===== config.mk =====
export PLATFORM = sky130hd
export DESIGN_NAME = sevenseg_scan_ctrl
export DESIGN_NICKNAME = d
export VERILOG_FILES = /design/src/rtl/sevenseg_scan_ctrl.sv
export SDC_FILE = /design/constraint.sdc
export NUM_CORES = 1
export LEC_CHECK = 0
export CORE_UTILIZATION = 40
export DETAILED_ROUTE_END_ITERATION = 6
export PLACE_DENSITY = 0.68
export SLEW_MARGIN = 5
export SYNTH_ARGS = -nofsm -noshare
export SYNTH_HDL_FRONTEND = slang
export SYNTH_SLANG_ARGS = --single-unit

===== constraint.sdc =====
create_clock -name clk -period 2.8 [get_ports clk]
set_input_delay 0.28 -clock clk [delete_from_list [all_inputs] [get_ports clk]]
set_output_delay 0.28 -clock clk [all_outputs]
set_load 0.02 [all_outputs]

===== src/rtl/sevenseg_scan_ctrl.sv =====
// Purpose : scans a 4-digit common-anode 7-seg panel through one shared hex encoder,
//           with frame-aligned value commit, inter-digit blanking and zero suppression.
// Latency : an/hex_out registered; a value accepted in frame N is shown from frame N+1.
// Backpr. : ready=0 while a committed value is pending; load is ignored until the next
//           frame boundary commits it and ready returns high.
// Ports   : clk, rst_n (async active-low); load/data_in/ready value handshake;
//           lz_en, blank_mask live suppression controls; hex_out to encoder; an anodes (active-low).
module sevenseg_scan_ctrl #(
  parameter int SLOT_CYCLES  = 100000,
  parameter int BLANK_CYCLES = 1000,
  parameter int CNT_W        = 17
) (
  input  logic        clk,
  input  logic        rst_n,
  input  logic        load,
  input  logic [15:0] data_in,
  input  logic        lz_en,
  input  logic [3:0]  blank_mask,
  output logic        ready,
  output logic [3:0]  hex_out,
  output logic [3:0]  an
);

  typedef enum logic {BLANK, ON} state_t;

  localparam logic [CNT_W-1:0] SLOT_LAST  = CNT_W'(SLOT_CYCLES - 1);
  localparam logic [CNT_W-1:0] BLANK_LAST = CNT_W'(BLANK_CYCLES - 1);

  state_t           state;
  logic [CNT_W-1:0] cnt;
  logic [1:0]       idx;
  logic [15:0]      active;
  logic [15:0]      shadow;
  logic             pending;

  logic             z3, z2, z1;
  logic [3:0]       supp;
  logic [3:0]       nib;

  // Leading-zero chain: digit i is a leading zero when nibbles i..3 are all zero.
  // Digit 0 never takes part, so a zero value still shows a single 0.
  always_comb begin
    z3   = (active[15:12] == 4'h0);
    z2   = z3 && (active[11:8] == 4'h0);
    z1   = z2 && (active[7:4] == 4'h0);
    supp = blank_mask | ({z3, z2, z1, 1'b0} & {4{lz_en}});
    nib  = active[{idx, 2'b00} +: 4];
  end

  always_ff @(posedge clk or negedge rst_n) begin
    if (!rst_n) begin
      state   <= BLANK;
      cnt     <= '0;
      idx     <= 2'd0;
      active  <= 16'h0000;
      shadow  <= 16'h0000;
      pending <= 1'b0;
      ready   <= 1'b1;
      hex_out <= 4'h0;
      an      <= 4'hF;
    end else begin
      // A load on the boundary cycle can only be accepted when nothing is pending,
      // so it never collides with the commit below and lands one frame later.
      if (load && ready) begin
        shadow  <= data_in;
        pending <= 1'b1;
        ready   <= 1'b0;
      end

      case (state)
        BLANK: begin
          cnt <= cnt + CNT_W'(1);
          if (cnt == BLANK_LAST) begin
            state   <= ON;
            hex_out <= nib;
            an      <= supp[idx] ? 4'hF : ~(4'b0001 << idx);
          end
        end
        ON: begin
          if (cnt == SLOT_LAST) begin
            cnt   <= '0;
            idx   <= idx + 2'd1;
            state <= BLANK;
            an    <= 4'hF;
            // Frame boundary: swap in the shadow value so digit 0 of the
            // next frame already shows it; the panel never mixes two values.
            if (idx == 2'd3 && pending) begin
              active  <= shadow;
              pending <= 1'b0;
              ready   <= 1'b1;
            end
          end else begin
            cnt <= cnt + CNT_W'(1);
          end
        end
        default: begin
          state <= BLANK;
          cnt   <= '0;
        end
      endcase
    end
  end

endmodule


* After elaboration in Yosys (flattened, before gate mapping) *
Cells that the tools add are included.

word-level totals
  bits in registers = 62
  bits of input ports = 24
  output and inout bits = 9
  logic and storage cells = 53

operators by class
  $add $sub $neg = 2
  order comparisons = 1
  equality and inequality tests = 5
  shifts and indexed selects = 2
  multiplexer cells = 19
  bitwise operators = 4
  reduce and logical (&&, ||, !) cells = 11

operator list
  kind                   number
  $pmux 17 s2            1
  $add 17x1->17 const B  1
  $eq 17x10->1 const B   1
  $eq 17x17->1 const B   1
  $mux 17                1
  $shiftx 16x5->4        1
  $logic_not 4->1        3
  $mux 4                 3
  $mux 1                 11
  $pmux 4 s2             1
  $reduce_and 2->1       3
  $and 4x4->4            1
  $logic_and 1x1->1      4
  $not 4->4              1
  $or 4x4->4             1
  $shl 1x2->4 const A    1
  $lt 2x3->1 const B     1
  $reduce_and 3->1       1
  $add 2x1->2 const B    1
  $bmux 1 s2             1
  $eq 2x2->1 const B     1
  $ne 2x1->1 const B     1
  $ne 2x2->1 const B     1
  $pmux 1 s2             1
  $not 1->1              1

* Depth between registers and ports, before layout *
  depth in word-level cells = 10
  mapped depth = 8
  gate-level depth less buffers = 6

* Worst setup path after synthesis *
OpenSTA, ideal clock, no wires.

  kind = register -> register
  from = reg cnt[13]
  to = reg hex_out[2]
  library setup time = 125 ps
  arrival = 2250 ps
  path slack = 426 ps
  cell stages (with the launch flop) = 6
  path buffers = 1
  clock period less this slack = 2374 ps
  cell sequence = dfrtp_1 or4_4 or4b_4 nor4_4 buf_6 mux2_2

between the ends
  longest elaborated chain between the ends = 2

RTL lines
  element                            RTL line  text
  start: declaration                 30        logic [CNT_W-1:0] cnt;
  start signal: assignment           72        cnt <= cnt + CNT_W'(1);
  start signal: assignment           93        cnt <= cnt + CNT_W'(1);
  $eq 17x10->1                       73        if (cnt == BLANK_LAST) begin
  $reduce_and 2->1 (no source line)  -
  end signal: assignment             75        hex_out <= nib;
  end: declaration                   20        output logic [3:0] hex_out,

No other way between the ends.
A chain may end at the register's enable or synchronous reset.

* Worst setup path after layout *
  from = reg cnt[13]
  to = reg an[3]

between the ends
  longest elaborated chain between the ends = 3
  elaborated cells between the ends (all ways) = 5

RTL lines
  element                                                           RTL line  text
  $eq 17x10->1 / $eq 17x17->1 (equally long branches)               73, 80
  $ne 2x2->1 (no source line) / $ne 2x1->1 (equally long branches)  -
  $reduce_and 2->1 (no source line) (*)                             -
  end signal: assignment                                            76        an <= supp[idx] ? 4'hF : ~(4'b0001 << idx);
  end: declaration                                                  21        output logic [3:0] an

Every way passes the cells marked *; elsewhere a longest branch is shown, timed or not.

==> metrics.txt <==
# TYPE chip_impl_metric gauge
chip_impl_info{name="crit_type",value="flip-flop to flip-flop"} 1
chip_impl_metric{name="synth_cell_types",unit=""} 35
chip_impl_metric{name="dp.final_hpwl",unit="um"} 3630
chip_impl_metric{name="synth-warning-count",unit=""} 0
chip_impl_metric{name="utilization",unit="%"} 50.4
chip_impl_metric{name="n_antenna_cell",unit=""} 0
chip_impl_metric{name="path_clk_slew",unit="ns"} 0.07
chip_impl_metric{name="layout_min_cycle_time",unit="ns"} 2.37
chip_impl_info{name="outcome",value="complete, but fails checks"} 1
chip_impl_metric{name="layout-area-overhead-vs-synth",unit="%"} 22.3
chip_impl_metric{name="final_net_count",unit=""} 280
chip_impl_metric{name="cts_max_level",unit=""} 3
chip_impl_info{name="failed_checks",value="hold timing"} 1
chip_impl_metric{name="layout.cell_area.non_filler",unit="um^2"} 3430
chip_impl_metric{name="max_clock_freq",unit="GHz"} 0.422
chip_impl_metric{name="drcViolationCount",unit=""} 0
chip_impl_metric{name="dp.cells",unit=""} 336
chip_impl_metric{name="power.density",unit="nW/um^2"} 526
chip_impl_info{name="rsz0062_at_grt",value="false"} 1
chip_impl_info{name="worstHoldPathType",value="primary input to asynchronous set/reset pin"} 1
chip_impl_metric{name="p_comb_share",unit="%"} 4.5
chip_impl_info{name="crit_path_launch_type",value="flip-flop"} 1
chip_impl_metric{name="swShare",unit="%"} 20.4
chip_impl_metric{name="cts.repair_timing.setup_buffer_count",unit=""} 0
chip_impl_metric{name="critPathMaxFanout",unit=""} 9
chip_impl_metric{name="avgSynthCellArea",unit="um^2"} 13.4
chip_impl_metric{name="dr.first_iter.drc_count",unit=""} 90
chip_impl_metric{name="layout.cells.non_filler",unit=""} 352
chip_impl_metric{name="synth.yosys.seq_area_share",unit="%"} 55.6
chip_impl_metric{name="mappedNetlistNets",unit=""} 238
chip_impl_metric{name="internal_power",unit="mW"} 1.43
chip_impl_metric{name="initial_utilization",unit="%"} 41.2
chip_impl_metric{name="core_region_area",unit="um^2"} 6790
chip_impl_metric{name="die_y",unit="um"} 85.7
chip_impl_metric{name="synth_edf_count",unit=""} 0
chip_impl_metric{name="global_route_wire_length_before_repair",unit="um"} 8560
chip_impl_metric{name="totalNegativeSetupSlack",unit="ns"} 0
chip_impl_info{name="highest_layer",value="met4"} 1
chip_impl_metric{name="drt_pass1_iterations",unit=""} 4
chip_impl_metric{name="post_cts_resized",unit=""} 0
chip_impl_info{name="cp-end-kind",value="flip-flop"} 1
chip_impl_metric{name="p_leak",unit="nW"} 1.53
chip_impl_metric{name="grt.overflow.total",unit=""} 0
chip_impl_metric{name="placementRows",unit=""} 30
chip_impl_info{name="r2r-start",value="cnt[13]$_DFF_PN0_"} 1
chip_impl_metric{name="max_cap_viol_count",unit=""} 0
chip_impl_metric{name="global_placement_routability_congestion",unit=""} 0.771
chip_impl_info{name="crit_start",value="cnt[13]$_DFF_PN0_"} 1
chip_impl_metric{name="avgViaCountPerCell",unit=""} 4.89
chip_impl_metric{name="placed_cell_area",unit="um^2"} 3220
chip_impl_metric{name="drt-met1-wl",unit="um"} 2300
chip_impl_metric{name="vdd_ir_drop_max",unit="V"} 0.000326
chip_impl_metric{name="grt_pass1_vias",unit=""} 1781
chip_impl_metric{name="totalPowerFinal",unit="mW"} 1.80
chip_impl_metric{name="number_of_top_level_pins",unit=""} 33
chip_impl_metric{name="vias",unit=""} 1723
chip_impl_metric{name="cts.sink_count",unit=""} 62
chip_impl_metric{name="grt_antenna_before_repair",unit=""} 0
chip_impl_info{name="cts.root.buffer_cell",value="sky130_fd_sc_hd__clkbuf_8"} 1
chip_impl_metric{name="die_area",unit="um^2"} 7340
chip_impl_metric{name="number_of_max_slew_violations_in_the_final_report",unit=""} 0
chip_impl_metric{name="dpl_worst_slack",unit="ns"} 0.426
chip_impl_metric{name="clock_insertion_delay_worst_skew",unit="ns"} 0.33
chip_impl_metric{name="syn_inst",unit=""} 209
chip_impl_metric{name="post_synth_instance_area",unit="um^2"} 2800
chip_impl_info{name="clock_tree_from_tritoncts",value="yes"} 1
chip_impl_metric{name="clock_path_buffers",unit=""} 2
chip_impl_info{name="postSynth.topFlopCell",value="sky130_fd_sc_hd__dfrtp_1"} 1
chip_impl_info{name="crit_chain",value="or4_4 > or4b_4 > nor4_4 > buf_4 > nor3_1 > a31oi_1"} 1
chip_impl_metric{name="placement.io_buffers",unit=""} 32
chip_impl_metric{name="synthArstFlopShare",unit="%"} 100
chip_impl_metric{name="final-hold-violation-count",unit=""} 6
chip_impl_metric{name="slew-limit-headroom",unit="%"} 51.8
chip_impl_metric{name="routed-wl-met3",unit="um"} 229
chip_impl_metric{name="crit_buf_inv",unit=""} 1
chip_impl_metric{name="worstPathArrival",unit="ns"} 2.63
chip_impl_metric{name="worst_slew_pin_slew",unit="ns"} 0.721
chip_impl_metric{name="drt.antenna.violating_nets",unit=""} 0
chip_impl_metric{name="wl",unit="um"} 4990
chip_impl_metric{name="detail_route.wl_per_cell",unit="um"} 14.2
chip_impl_metric{name="cp_data_required_time",unit="ns"} 3.06
chip_impl_metric{name="finalClockSkew",unit="ns"} 0.00526
chip_impl_info{name="slowest_stage",value="sky130_fd_sc_hd__or4_4"} 1
chip_impl_metric{name="cts_inserted_buffers",unit=""} 9
chip_impl_metric{name="pwr-share-clk",unit="%"} 43.4
chip_impl_metric{name="grt_use_total",unit="%"} 15.6
chip_impl_metric{name="fin_crit_sh",unit="%"} 84.6
chip_impl_metric{name="total_switching_power",unit="mW"} 0.368
chip_impl_metric{name="share_of_post_route_cells_with_drive_strength_above_1",unit="%"} 28.5
chip_impl_metric{name="postLayoutSetupSlackWorst",unit="ns"} 0.432
chip_impl_metric{name="die_w",unit="um"} 85.7
chip_impl_info{name="critPathTopFamily",value="simple AND/OR/NAND/NOR gates"} 1
chip_impl_metric{name="seq_power_share",unit="%"} 52.1
chip_impl_metric{name="max_stage_delay",unit="ns"} 0.56
chip_impl_metric{name="met2_length",unit="um"} 2400
chip_impl_metric{name="setup_viol",unit=""} 0
chip_impl_metric{name="holdBufCountCts",unit=""} 0
chip_impl_metric{name="synthesis_stage_register_bit_count",unit=""} 62
chip_impl_metric{name="pin_count_of_the_biggest_net_entering_global_routing",unit=""} 34
chip_impl_metric{name="hold_slack",unit="ns"} -0.00738
## final timing paths
path / endpoint / slack (ns) / depth (start not counted)
max: an[3]$_DFFE_PN1P_ / 0.43 / 6
min: cnt[5]$_DFF_PN0_ / -0.007 / 1
max reg2reg: an[3]$_DFFE_PN1P_ / 0.43 / 6
min reg2reg: pending$_DFF_PN0_ / 0.49 / 1
max in group asynchronous: shadow[3]$_DFFE_PN0P_ / 2.11 / 2
min in group clk: pending$_DFF_PN0_ / 0.49 / 1
## metal layers
metal,GRT usage [%],up-vias
met4,5.45,0
met2,24.7,35
met5,0,-
met1,19.6,847
li1,-,835
met3,6.26,6
## synth_stat cells (2+ instances only)
library cell	instances	area share, %
sky130_fd_sc_hd__mux4_2	4	3.2
sky130_fd_sc_hd__ha_1	5	2.2
sky130_fd_sc_hd__xnor2_1	10	3.1
sky130_fd_sc_hd__mux2_2	27	11
sky130_fd_sc_hd__nor3b_1	2	0.54
sky130_fd_sc_hd__and3_1	4	0.89
sky130_fd_sc_hd__o21ai_0	2	0.36
sky130_fd_sc_hd__dfstp_2	5	4.7
sky130_fd_sc_hd__nor2_1	14	1.9
sky130_fd_sc_hd__clkbuf_1	4	0.54
sky130_fd_sc_hd__buf_6	2	0.80
sky130_fd_sc_hd__nor3_1	6	1.1
sky130_fd_sc_hd__nor4_1	3	0.67
sky130_fd_sc_hd__a31oi_1	5	1.1
sky130_fd_sc_hd__a21oi_1	3	0.54
sky130_fd_sc_hd__dfrtp_1	57	51
sky130_fd_sc_hd__nand4_1	5	1.1
sky130_fd_sc_hd__mux2_4	9	4.8
sky130_fd_sc_hd__xor2_1	6	1.9
sky130_fd_sc_hd__nor4_2	2	0.89
sky130_fd_sc_hd__nand3_1	8	1.4
sky130_fd_sc_hd__inv_1	6	0.80
sky130_fd_sc_hd__nand2_1	8	1.1
## kinds of logic (layout without fill, tap and decap cells)
group / after synthesis / count (layout) / share of synthesized area [%]
mux: 40 / 40 / 18.9
xor+xnor: 16 / 16 / 5.00
flops: 62 / 62 / 55.6
fa+ha+maj: 5 / 5 / 2.23
simple gates: 60 / 60 / 12.5
buf+inv: 13 / 60 / 2.86
compound gates: 13 / 13 / 2.90
## layout by cell type (no fill, tap or decap), drive strengths merged, types with 2 or more instances in the layout
master         instances
nand4                  5
dfrtp                 57
mux4                   4
nor3b                  2
nand3                  8
or4                    2
a31oi                  5
nor2                  14
nor3                   6
and3                   5
clkdlybuf4s50         31
ha                     5
buf                    7
xnor2                 10
inv                    6
mux2                  36
xor2                   6
o21ai                  2
dfstp                  5
clkbuf                13
nand2                  8
nor4                   6
a21oi                  3
## final cells by class
class                      count  area, um^2
multi-input combinational    134        1160
timing repair buffer          38         360
tap                           96         120
fill                         611        3370
clock buffer                  13         159
inverter                       6        22.5
sequential                    62        1560
clock inverter                 3        42.5
## sequential cells by signal, indices dropped and copies added (netlist names)
| name | flops |
|---|---|
| cnt | 17 |
| active | 16 |
| shadow | 16 |
| an | 4 |
| hex_out | 4 |
| idx | 2 |
| pending | 1 |
| ready | 1 |
| state | 1 |
## worst reg2reg max path, stage by stage, from the launching register on
cell	delay, ns
sky130_fd_sc_hd__dfrtp_1	0.41
sky130_fd_sc_hd__or4_4	0.56
sky130_fd_sc_hd__or4b_4	0.51
sky130_fd_sc_hd__nor4_4	0.37
sky130_fd_sc_hd__buf_4	0.24
sky130_fd_sc_hd__nor3_1	0.06
sky130_fd_sc_hd__a31oi_1	0.14
## power groups by stage
stage | Clock [mW] | Sequential [mW] | Combinational [mW]
4_1_cts | 0.811 | 0.938 | 0.0838
3_5_place_dp | 0 | 0.955 | 0.0839
5_1_grt | 0.846 | 0.941 | 0.0919
6_report | 0.782 | 0.938 | 0.0812
2_1_floorplan | 0 | 0.950 | 0.0285
3_3_place_gp | 0 | 0.954 | 0.0824
Power figures use the tool's default switching activity.
